$ cat config.mk
export PLATFORM = sky130hd
export DESIGN_NAME = temp_buf_ctrl
export DESIGN_NICKNAME = d
export VERILOG_FILES = /design/src/rtl/temp_buf_ctrl_pkg.sv /design/src/rtl/temp_buf_ctrl_counter.sv /design/src/rtl/temp_buf_ctrl.sv
export SDC_FILE = /design/constraint.sdc
export NUM_CORES = 1
export LEC_CHECK = 0
export CORE_ASPECT_RATIO = 0.8
export CORE_UTILIZATION = 35
export CTS_CLUSTER_SIZE = 16
export DETAILED_ROUTE_END_ITERATION = 12
export GPL_ROUTABILITY_DRIVEN = 0
export PLACE_DENSITY = 0.69
export RECOVER_POWER = 50
export SLEW_MARGIN = 20
export SYNTH_ARGS = -nofsm -noshare
export SYNTH_HDL_FRONTEND = slang
export SYNTH_HIERARCHICAL = 1
export SYNTH_SLANG_ARGS = --single-unit
$ cat constraint.sdc
create_clock -name clk -period 3 [get_ports clk]
set_input_delay 0.45 -clock clk [delete_from_list [all_inputs] [get_ports clk]]
set_output_delay 0.45 -clock clk [all_outputs]
set_load 0.1 [all_outputs]
$ cat src/rtl/temp_buf_ctrl_pkg.sv
// Shared types for the temp_buffer command sequencer: pixel width, packet layout,
// write modes and the sequencer FSM state encoding.
package temp_buf_ctrl_pkg;

    localparam int unsigned CNN_XLEN = 16;

    typedef enum logic [1:0] {
        NO_WR   = 2'd0,
        WR_DATA = 2'd1,
        WR_BUF  = 2'd2
    } TEMP_BUF_WR_MODE;

    typedef struct packed {
        logic                       clean;
        TEMP_BUF_WR_MODE            wr_r;
        TEMP_BUF_WR_MODE            wr_c;
        logic                       rd_r;
        logic                       rd_c;
        logic signed [CNN_XLEN-1:0] data_wr;
        logic                       stride;
    } TEMP_BUF_PACKET;

    typedef enum logic [2:0] {
        ST_IDLE,
        ST_CLEAN,
        ST_LOAD,
        ST_ROW_RD,
        ST_COL_RD
    } TEMP_BUF_CTRL_STATE;

    function automatic TEMP_BUF_PACKET idle_packet(input logic stride);
        TEMP_BUF_PACKET p;
        p        = '0;
        p.wr_r   = NO_WR;
        p.wr_c   = NO_WR;
        p.stride = stride;
        return p;
    endfunction

endpackage

$ cat src/rtl/temp_buf_ctrl_counter.sv
// tbc_counter: loadable down-counter with a zero flag; clr has priority over load,
// load over dec, and dec saturates at zero.
module tbc_counter
    import temp_buf_ctrl_pkg::*;
#(
    parameter int unsigned W = 4
) (
    input  logic         clk,
    input  logic         rst,
    input  logic         clr,
    input  logic         load,
    input  logic [W-1:0] load_val,
    input  logic         dec,
    output logic         zero
);

    logic [W-1:0] count;

    always_ff @(posedge clk or posedge rst) begin
        if (rst) begin
            count <= '0;
        end else if (clr) begin
            count <= '0;
        end else if (load) begin
            count <= load_val;
        end else if (dec && (count != '0)) begin
            count <= count - 1'b1;
        end
    end

    assign zero = (count == '0);

endmodule

$ cat src/rtl/temp_buf_ctrl.sv
// temp_buf_ctrl: sequences clean / load / row-read / column-read packets for temp_buffer.
// Optional protocol checking is enabled with `define TEMP_BUF_CTRL_CHK_EN.
module temp_buf_ctrl
    import temp_buf_ctrl_pkg::*;
#(
    parameter int unsigned KSIZE    = 3,
    parameter int unsigned ROW_LEN  = 8,
    parameter int unsigned NUM_ROWS = 2
) (
    input  logic                       clk,
    input  logic                       reset,
    input  logic                       start,
    input  logic                       stride,
    input  logic                       abort,
    input  logic                       in_valid,
    input  logic signed [CNN_XLEN-1:0] in_data,
    output logic                       in_ready,
    output TEMP_BUF_PACKET             temp_pk,
    output logic                       busy,
    output logic                       done,
    output logic                       err
);

    localparam int unsigned BEAT_W  = $clog2(ROW_LEN) + 1;
    localparam int unsigned PHASE_W = $clog2(ROW_LEN) + 1;
    localparam int unsigned ROW_W   = $clog2(NUM_ROWS) + 1;

    TEMP_BUF_CTRL_STATE state, next_state;
    TEMP_BUF_PACKET     cmd;

    logic               stride_q;
    logic               kill;
    logic               accept;
    logic               start_acc;
    logic               done_d;
    logic               beat_load, beat_dec, beat_zero;
    logic               phase_load, phase_dec, phase_zero;
    logic               row_load, row_dec, row_zero;
    logic [PHASE_W-1:0] phase_val;
    logic [PHASE_W-1:0] col_last;

    assign kill     = abort && (state != ST_IDLE);
    assign in_ready = (state == ST_LOAD);
    assign accept   = in_ready && in_valid;
    assign col_last = stride_q ? PHASE_W'(ROW_LEN / 2 - 1) : PHASE_W'(ROW_LEN - 1);

    // Counters hold "remaining minus one", so zero marks the final beat/cycle/row.
    tbc_counter #(.W(BEAT_W)) u_beat_cnt (
        .clk      (clk),
        .rst      (reset),
        .clr      (kill),
        .load     (beat_load),
        .load_val (BEAT_W'(ROW_LEN - 1)),
        .dec      (beat_dec),
        .zero     (beat_zero)
    );

    tbc_counter #(.W(PHASE_W)) u_phase_cnt (
        .clk      (clk),
        .rst      (reset),
        .clr      (kill),
        .load     (phase_load),
        .load_val (phase_val),
        .dec      (phase_dec),
        .zero     (phase_zero)
    );

    tbc_counter #(.W(ROW_W)) u_row_cnt (
        .clk      (clk),
        .rst      (reset),
        .clr      (kill),
        .load     (row_load),
        .load_val (ROW_W'(NUM_ROWS - 1)),
        .dec      (row_dec),
        .zero     (row_zero)
    );

    always_ff @(posedge clk or posedge reset) begin
        if (reset) begin
            state <= ST_IDLE;
        end else begin
            state <= next_state;
        end
    end

    always_comb begin
        next_state = state;
        if (kill) begin
            next_state = ST_IDLE;
        end else begin
            case (state)
                ST_IDLE:   if (start && !abort) next_state = ST_CLEAN;
                ST_CLEAN:  next_state = ST_LOAD;
                ST_LOAD:   if (accept && beat_zero) next_state = ST_ROW_RD;
                ST_ROW_RD: if (phase_zero) next_state = ST_COL_RD;
                ST_COL_RD: if (phase_zero) next_state = row_zero ? ST_IDLE : ST_LOAD;
                default:   next_state = ST_IDLE;
            endcase
        end
    end

    always_comb begin
        cmd        = idle_packet(stride_q);
        start_acc  = 1'b0;
        done_d     = 1'b0;
        beat_load  = 1'b0;
        beat_dec   = 1'b0;
        phase_load = 1'b0;
        phase_dec  = 1'b0;
        phase_val  = '0;
        row_load   = 1'b0;
        row_dec    = 1'b0;
        if (kill) begin
            cmd = idle_packet(1'b0);
        end else begin
            case (state)
                ST_IDLE: begin
                    if (start && !abort) begin
                        start_acc = 1'b1;
                        row_load  = 1'b1;
                    end
                end
                ST_CLEAN: begin
                    cmd.clean = 1'b1;
                    beat_load = 1'b1;
                end
                ST_LOAD: begin
                    if (accept) begin
                        cmd.wr_r    = WR_DATA;
                        cmd.wr_c    = WR_DATA;
                        cmd.data_wr = in_data;
                        if (beat_zero) begin
                            phase_load = 1'b1;
                            phase_val  = PHASE_W'(KSIZE - 1);
                        end else begin
                            beat_dec = 1'b1;
                        end
                    end
                end
                ST_ROW_RD: begin
                    cmd.rd_r = 1'b1;
                    if (phase_zero) begin
                        phase_load = 1'b1;
                        phase_val  = col_last;
                    end else begin
                        phase_dec = 1'b1;
                    end
                end
                ST_COL_RD: begin
                    cmd.rd_c = 1'b1;
                    cmd.wr_c = WR_BUF;
                    if (phase_zero) begin
                        if (row_zero) begin
                            done_d = 1'b1;
                        end else begin
                            row_dec   = 1'b1;
                            beat_load = 1'b1;
                        end
                    end else begin
                        phase_dec = 1'b1;
                    end
                end
                default: cmd = idle_packet(stride_q);
            endcase
        end
    end

    // Outputs are registered from the current state's command, so they trail the FSM by one cycle.
    always_ff @(posedge clk or posedge reset) begin
        if (reset) begin
            temp_pk  <= idle_packet(1'b0);
            busy     <= 1'b0;
            done     <= 1'b0;
            stride_q <= 1'b0;
        end else begin
            temp_pk <= cmd;
            busy    <= (state != ST_IDLE) && !kill;
            done    <= done_d;
            if (kill) begin
                stride_q <= 1'b0;
            end else if (start_acc) begin
                stride_q <= stride;
            end
        end
    end

`ifdef TEMP_BUF_CTRL_CHK_EN
    logic err_q;

    always_ff @(posedge clk or posedge reset) begin
        if (reset) begin
            err_q <= 1'b0;
        end else if ((state != ST_IDLE) && (start || (in_valid && !in_ready))) begin
            err_q <= 1'b1;
        end
    end

    assign err = err_q;
`else
    assign err = 1'b0;
`endif

endmodule

# After elaboration in Yosys (flattened, before gate mapping)
# Cells that the tools add are included.
dict set report totals {
  input_bits 22
  wordCells 106
  regBits 40
}
dict set report classes {
  n_eq_ne 8
  add_sub_neg 3
  n_reduce_logical 24
  n_mux 57
}
# operator n
set op_table {}
lappend op_table {{16-bit two-way mux} 2}
lappend op_table {{1-bit two-way mux} 29}
lappend op_table {{4-bit two-way mux} 7}
lappend op_table {{24-bit two-way mux} 1}
lappend op_table {{3-bit two-way mux} 8}
lappend op_table {{3-bit case mux with 5 select lines} 1}
lappend op_table {{3-bit nonzero test} 4}
lappend op_table {{2-bit two-way mux} 5}
lappend op_table {{3-bit inequality test, second input constant} 3}
lappend op_table {{1-bit logical AND} 8}
lappend op_table {{4-bit zero test} 2}
lappend op_table {{4-bit case mux with 2 select lines} 1}
lappend op_table {{4-bit nonzero test} 2}
lappend op_table {{4-bit by 1-bit subtractor with 4-bit output, second input constant} 2}
lappend op_table {{3-bit by 2-bit == test with 1-bit output, second input constant} 2}
lappend op_table {{1-bit case mux with 2 select lines} 2}
lappend op_table {{2-bit case mux with 2 select lines} 1}
lappend op_table {{4-bit AND reduction} 1}
lappend op_table {{2-bit nonzero test} 2}
lappend op_table {{3-bit by 1-bit == test with 1-bit output, second input constant} 1}
lappend op_table {{3-bit == test, second input constant} 1}
lappend op_table {{3-bit zero test} 1}
lappend op_table {{3-bit by 1-bit inequality test with 1-bit output, second input constant} 1}
lappend op_table {{1-bit zero test} 2}
lappend op_table {{other kinds (3)} 3}

# Logic depth before layout (Yosys ltp)
# Gate-level depths: netlist of run 1.
dict set report logic_depth {
  word_depth 9
  depth_mapped 11
}

# Hierarchy
# The synthesis of run 1 kept the hierarchy.
# mod seq_area_each_um2 n_inst area_each_um2 cells_per_inst
set by_module_without_submodules {}
lappend by_module_without_submodules {temp_buf_ctrl 700.7 1 1158.6 98}
lappend by_module_without_submodules {{tbc_counter (u_beat_cnt ...)} 100.1 2 299.0 31}
lappend by_module_without_submodules {{tbc_counter (u_row_cnt)} 50.0 1 140.1 15}

# Worst setup path before layout of run 1
# No wires, ideal clock.
dict set report synth_timing {
  path_type {reg-to-output}
  start {reg state[2]}
  end {out in_ready}
  t_arrival_ps 2756
  path_stages_with_launch 3
  slack_ps -206
  n_path_buf 1
  cell_sequence {dfrtp_1 > buf_6 > nor3b_1}
}
dict set report synth_via {
  elab_chain_len 1
}
# item line_no
set synth_rtl {}
lappend synth_rtl {{from (decl)} temp_buf_ctrl.sv:28} ;# TEMP_BUF_CTRL_STATE state, next_state;
lappend synth_rtl {{from (signal assigned)} temp_buf_ctrl.sv:82} ;# state <= next_state;
lappend synth_rtl {{3-bit by 2-bit == test with 1-bit output} temp_buf_ctrl.sv:43} ;# assign in_ready = (state == ST_LOAD);
lappend synth_rtl {{to (decl)} temp_buf_ctrl.sv:17} ;# output logic in_ready,
# Every way passes these cells.

# Final worst setup path of run 1
dict set report layout_timing {
  start {in abort}
  end {reg u_beat_cnt.count[1]}
}
dict set report layout_via {
  elab_chain_len 4
}
# item line_no
set layout_rtl {}
lappend layout_rtl {{from (decl)} temp_buf_ctrl.sv:14} ;# input logic abort,
lappend layout_rtl {{1-bit logical AND *} temp_buf_ctrl.sv:42} ;# assign kill = abort && (state != ST_IDLE);
lappend layout_rtl {{1-bit two-way mux *} temp_buf_ctrl.sv:113} ;# if (kill) begin
lappend layout_rtl {{named net beat_load} temp_buf_ctrl.sv:36} ;# logic beat_load, beat_dec, beat_zero;
lappend layout_rtl {{4-bit two-way mux} temp_buf_ctrl_counter.sv:24} ;# end else if (load) begin
lappend layout_rtl {{4-bit two-way mux} temp_buf_ctrl_counter.sv:22} ;# end else if (clr) begin
lappend layout_rtl {{to (signal assigned)} temp_buf_ctrl_counter.sv:25} ;# count <= load_val;
lappend layout_rtl {{to (signal assigned)} temp_buf_ctrl_counter.sv:27} ;# count <= count - 1'b1;
lappend layout_rtl {{to (decl)} temp_buf_ctrl_counter.sv:17} ;# logic [W-1:0] count;
# The timed path passes the listed nets; every way through them passes the cells marked *.
# A chain may end at the register's enable or synchronous reset.

==> results of run 1 <==
==> per-stage QoR <==
stage / power, mW / utilization (%) / hold WS (ns) / instances
after global placement: 1.31 / 46.4 / 0.557 / 287
final: 1.83 / 48.0 / 0.555 / 295
after global routing: 1.95 / 48.0 / 0.562 / 295
after floorplan: 1.19 / - / 0.191 / 182
after CTS: 1.85 / 49.2 / 0.444 / 295
after detailed placement: 1.32 / 46.4 / 0.573 / 287
==> how the worst max path moves through the flow <==
stage | depth (start not counted) | to
5_1_grt | 10 | u_beat_cnt/count[1]
3_5_place_dp | 9 | u_beat_cnt/count[1]
3_3_place_gp | 9 | u_beat_cnt/count[1]
4_1_cts | 9 | u_beat_cnt/count[1]
6_report | 7 | u_beat_cnt/count[1]
2_1_floorplan | 10 | u_beat_cnt/count[1]
==> critical path, delay by kind of cell <==
family / cells / cell delay, ns
compound gates: 1 / 0.38
buf+inv: 2 / 0.82
simple gates: 4 / 1.05
==> sequential cells by signal (all words and copies together), names as in the netlist <==
signal and count:
stride_q 1, done 1, temp_pk 22, state 3, u_row_cnt/count 2, u_phase_cnt/count 4, busy 1, u_beat_cnt/count 4
==> where the power goes <==
group	total (mW)	internal (mW)	leakage [nW]	switching [mW]
clock network	0.528	0.355	0.0714	0.174
registers	0.651	0.587	0.518	0.0642
logic	0.651	0.243	0.565	0.407
==> area by class of cell <==
type | count | share of cell area [%]
clock buffer | 6 | 3.36
clock inverter | 2 | 2.44
inverter | 19 | 2.90
multi-input combinational | 115 | 32.8
sequential | 38 | 38.7
tap | 62 | 3.16
timing repair buffer | 53 | 16.6
==> cell usage after synthesis, types with 3 or more instances <==
cell / number / area share [%]
buf_6: 3 / 1.8
or3_1: 3 / 0.99
nor4b_1: 4 / 1.8
a211oi_1: 3 / 1.2
nor3_1: 3 / 0.79
nor3b_1: 3 / 1.2
ha_1: 5 / 3.3
nand2_1: 8 / 1.6
nor2b_1: 5 / 1.6
a21oi_1: 5 / 1.3
inv_1: 19 / 3.8
nand3_1: 3 / 0.79
buf_4: 4 / 1.6
and2_1: 17 / 5.6
nor2_1: 12 / 2.4
dfrtp_1: 38 / 50
==> cell usage in the layout, fill, tap and decap left out, types with 2 or more instances in the layout <==
cell type and instances:
dfrtp_1 38, buf_4 21, inv_1 19, clkdlybuf4s50_1 19
and2_1 17, nor2_1 12, clkbuf_1 11, conb_1 9
nand2_1 8, clkbuf_8 6, nor2b_1 5, nor4b_1 5
a21oi_1 5, ha_1 5, nor3_1 4, a211oi_1 3
or3_1 3, nand3_1 3, a22o_1 2, or2_1 2
and3_1 2, nand3b_1 2, bufinv_16 2, dlygate4sd3_1 2
a221oi_1 2, or3b_4 2, a21o_1 2, a311oi_1 2
nor3b_1 2, a2111oi_4 2, a311o_2 2, mux2i_1 2
==> per-layer routing <==
| layer | up-vias | GRT usage, % | wire, µm |
|---|---|---|---|
| met3 | 7 | 4.34 | 220 |
| met4 | 0 | 7.33 | 59 |
| met2 | 42 | 23.0 | 1620 |
| met5 | - | 0 | 0 |
| li1 | 695 | - | - |
| met1 | 623 | 19.3 | 1800 |
==> kinds of logic after synthesis <==
logic type	count (synthesis)	share of synthesized area, %
compound gates	25	12.5
xor+xnor	1	0.462
buf+inv	29	7.92
other cells	2	0.396
flops	38	50.1
mux	2	1.06
simple gates	73	24.3
fa+ha+maj	5	3.30
==> out/metrics.cfg, run 1 <==
[worst_setup_path]
cp_cell_sequence=dlygate4sd3_1, clkbuf_1, nor4b_1, and2_1, or2_1, nor3_1, a311o_2
cp-end-kind=flop
critPathSlowestCell=dlygate4sd3_1
start_kind=primary input
r2r_cells=9
cp_data_arrival_time_ns=2.71
slowest_delay_ns=0.56
reg2reg_from=u_phase_cnt/count[1]
crit_start=abort
crit_type=primary input to flop
cp_max_fo=12
r2r-end=u_beat_cnt/count[1]
r2r_setup_slack_ns=0.47
cp_data_required_time_ns=3.17

[drt]
route.detailed.drc=7
initialDrtViolationCount=59
ant_nets=0
routed-via-count=1367
routedWlPerCell_um=12.6
first_pass_iters=8
avgViaCountPerCell=4.63
routed_wl_um=3710

[sta]
skew_ns=0.00327
layout_setup_ws_ns=0.464
hold_viol_final=0
tightest_slew_ns=1.49
final-setup-viol-count=0
relSlewSlack_pct=0.926
timing.final.crit_share_pct=84.5
max_freq_mhz=394
fin_crit_ns=2.54
setup_tns_ns=0
report.final.slew_viol_count=0
rsz0062_at_grt=false

[cells_and_area]
fin_area_mm2=0.00246
diodes=0
synthToLayoutAreaGrowth_pct=29.6
drive_above_1_share_pct=16.7
fillers=488
multi_input_area_um2=807
seq_area_um2=951
final_nets=259

[placement]
numPortBuffers=47
place_ws_ns=0.491
hpwl_um=2700
placed_cell_area_mm2=0.00238

[min_path]
hp-class=primary input to async pin

[floorplan]
io_pins=50
chipWidth_um=84.3
core_area_mm2=0.00512
die_area_mm2=0.00572
rows=23
die_h_um=67.8
start_util_pct=37.0

[clock_tree]
cts_root_buffer=clkbuf_8
cts_tree=built
cts_sinks=38
cts_hold_buf=0
clock_latency_ns=0.28
cts_setup_buffers=0
cts.path.max_buffers=2
ctsResizeCount=0
h-tree-depth=2
cts_buffers=5
clkTransAtPathRegs_ns=0.07

[logic_synthesis]
syn_area_per_cell_um2=10.8
synthFlopType=dfrtp_1
ys_ff_latch=38
synth_warnings=6
ys_async_sr_fraction_pct=100
synth_cells=175
yosysSeqAreaShare_pct=50.1
syn_area_mm2=0.00190
synth_edf_count=0
synth_cell_type_count=43

[global_routing]
antenna_found_initial=0
grt_pass1_wl_um=6440
track_usage_pct=14.8
grt_pass1_vias=1338
grt_overflow_total=0
grt_max_degree=29

[status]
violations=DRC
outcome=complete, but fails checks

[power]
power_density_mw_per_mm2=744
vdd_drop_max_v=0.000352
p_leak_nw=1.15

[flow_run]
drv_cap=0

No activity file was read; power rests on OpenSTA's default activity.
==> inputs of run 2 (changes only) <==
--- a/config.mk
+++ b/config.mk
@@ -10,7 +10,7 @@
 export CTS_CLUSTER_SIZE = 16
 export DETAILED_ROUTE_END_ITERATION = 12
 export GPL_ROUTABILITY_DRIVEN = 0
-export PLACE_DENSITY = 0.69
+export PLACE_DENSITY = 0.71
 export RECOVER_POWER = 50
 export SLEW_MARGIN = 20
 export SYNTH_ARGS = -nofsm -noshare
==> constraint.sdc (replaced) <==
create_clock -name clk -period 2.2 [get_ports clk]
set_input_delay 0.33 -clock clk [delete_from_list [all_inputs] [get_ports clk]]
set_output_delay 0.33 -clock clk [all_outputs]
set_load 0.1 [all_outputs]
==> run 2 against run 1 <==
  * The flow still finishes with violations (DRC)
  * Worst hold slack got worse by 0.13 ns
  * Design area is 8.1% higher
  * Utilization increased by 3.9 points
  * Die area is the same
  * Via count rose by 5.7%
  * Setup slack worse by 0.40 ns
  * Combinational power rose by 74%
  * Register-to-register slack worse by 0.41 ns
  * Power grew 50%
  * Sequential power rose by 36%
  * Cell count increased by 5.4%
  * Sequential share of layout area shrank 2.9 points
  * Largest power group is now combinational logic
  * Highest routed layer unchanged
==> out/metrics.cfg, run 2 (synthesis results as in run 1) <==
[cells_and_area]
layout_commonest_cell=dfrtp_1
synthToLayoutAreaGrowth_pct=40.2
fillers=449
drive_above_1_share_pct=26.9
largest_register_ffs=22
seq_area_um2=951
regMostFlops=temp_pk
final_nets=275
largest_registers=temp_pk (22), u_beat_cnt/count (4), u_phase_cnt/count (4)
fin_area_mm2=0.00266
multi_input_area_um2=853
layout_common_cells=dfrtp_1 (38), buf_4 (36), clkdlybuf4s50_1 (20)
stdcell_count=311
diodes=0

[sta]
fin_crit_ns=2.14
timing.final.crit_share_pct=97.1
hold_viol_final=0
layout_setup_ws_ns=0.0636
relSlewSlack_pct=22.5
final-setup-viol-count=0
tightest_slew_ns=1.17
max_freq_mhz=468
report.final.slew_viol_count=0
skew_ns=0.00724
setup_tns_ns=0

[worst_setup_path]
cp_data_arrival_time_ns=2.32
crit_type=flop to flop
r2r-end=u_beat_cnt/count[1]
start_kind=flop
cp-end-kind=flop
r2r_cells=9
cp_max_fo=9
r2r_setup_slack_ns=0.06
reg2reg_from=u_phase_cnt/count[0]
cp_data_required_time_ns=2.38
crit_start=u_phase_cnt/count[0]

[drt]
initialDrtViolationCount=85
avgViaCountPerCell=4.65
routed_wl_um=4160
route.detailed.drc=8
routedWlPerCell_um=13.4
ant_nets=0
first_pass_iters=8
routed-via-count=1445

[flow_run]
drv_cap=0

[status]
violations=DRC
outcome=complete, but fails checks

[min_path]
hp-class=primary input to async pin

[floorplan]
die_area_mm2=0.00572
io_pins=50
core_area_mm2=0.00512
chipWidth_um=84.3
start_util_pct=37.0
rows=23
die_h_um=67.8

[clock_tree]
cts_root_buffer=clkbuf_8
cts_tree=built
clock_latency_ns=0.30
cts.path.max_buffers=2
h-tree-depth=2
clkTransAtPathRegs_ns=0.08
cts_sinks=38
cts_buffers=5

[power]
p_total_mw=2.75
power_density_mw_per_mm2=1030
p_leak_nw=1.26
vdd_drop_max_v=0.000679

[placement]
hpwl_um=3090
placed_cell_area_mm2=0.00255
numPortBuffers=47
dp.cells=301
place_ws_ns=-0.107

[global_routing]
grt_max_degree=21
track_usage_pct=15.9
grt_pass1_vias=1418
antenna_found_initial=0
grt_pass1_wl_um=6870
grt_overflow_total=0

-- run 2: worst max path at each step --
stage / end / slack (ns)
2_1_floorplan: u_beat_cnt/count[1] / 0.03
3_5_place_dp: u_beat_cnt/count[3] / -0.11
3_3_place_gp: u_beat_cnt/count[1] / 0.01
5_1_grt: u_beat_cnt/count[1] / -0.006
6_report: u_beat_cnt/count[1] / 0.06
4_1_cts: u_beat_cnt/count[1] / 0.03
-- run 2: what timing repair did --
action | CTS | global route
buffers inserted | 0 | 2
hold buffers | 0 | 0
setup endpoints to repair | 1 | 4
pin swaps | 0 | 1
resized for setup | 1 | 2
-- run 2: layout make-up --
class,count,share of cell area (%)
Clock buffer,6,3.11
Timing Repair Buffer,69,21.0
Tap cell,62,2.92
Clock inverter,2,2.26
Multi-Input combinational cell,115,32.1
Inverter,19,2.87
Sequential cell,38,35.8
-- run 2: critical path, stage by stage, from the launching register on --
cell,delay [ns]
dfrtp_1,0.39
inv_2,0.10
ha_4,0.14
or3b_4,0.40
inv_6,0.10
nor2b_4,0.15
and2_4,0.16
or2_4,0.16
nor3_1,0.06
a311o_2,0.36
-- run 2: per-stage QoR --
stage	hold slack, ns	util (%)
detailed placement	0.590	49.8
floorplan	0.0712	-
global route	0.423	51.9
finish	0.424	51.9
CTS	0.316	52.6
global placement	0.572	49.8
-- run 2: routing by layer --
metal,share of wire [%],vias to the layer above,track usage [%]
met4,1.3,0,6.03
met3,7.2,8,4.70
met2,41,48,24.7
li1,-,723,-
met1,50,666,21.3
met5,0,-,0
-- run 2: where the power goes --
group | leakage (nW) | internal, mW | switching, mW
Combinational | 0.668 | 0.479 | 0.646
Sequential | 0.518 | 0.800 | 0.0840
Clock | 0.0714 | 0.484 | 0.255
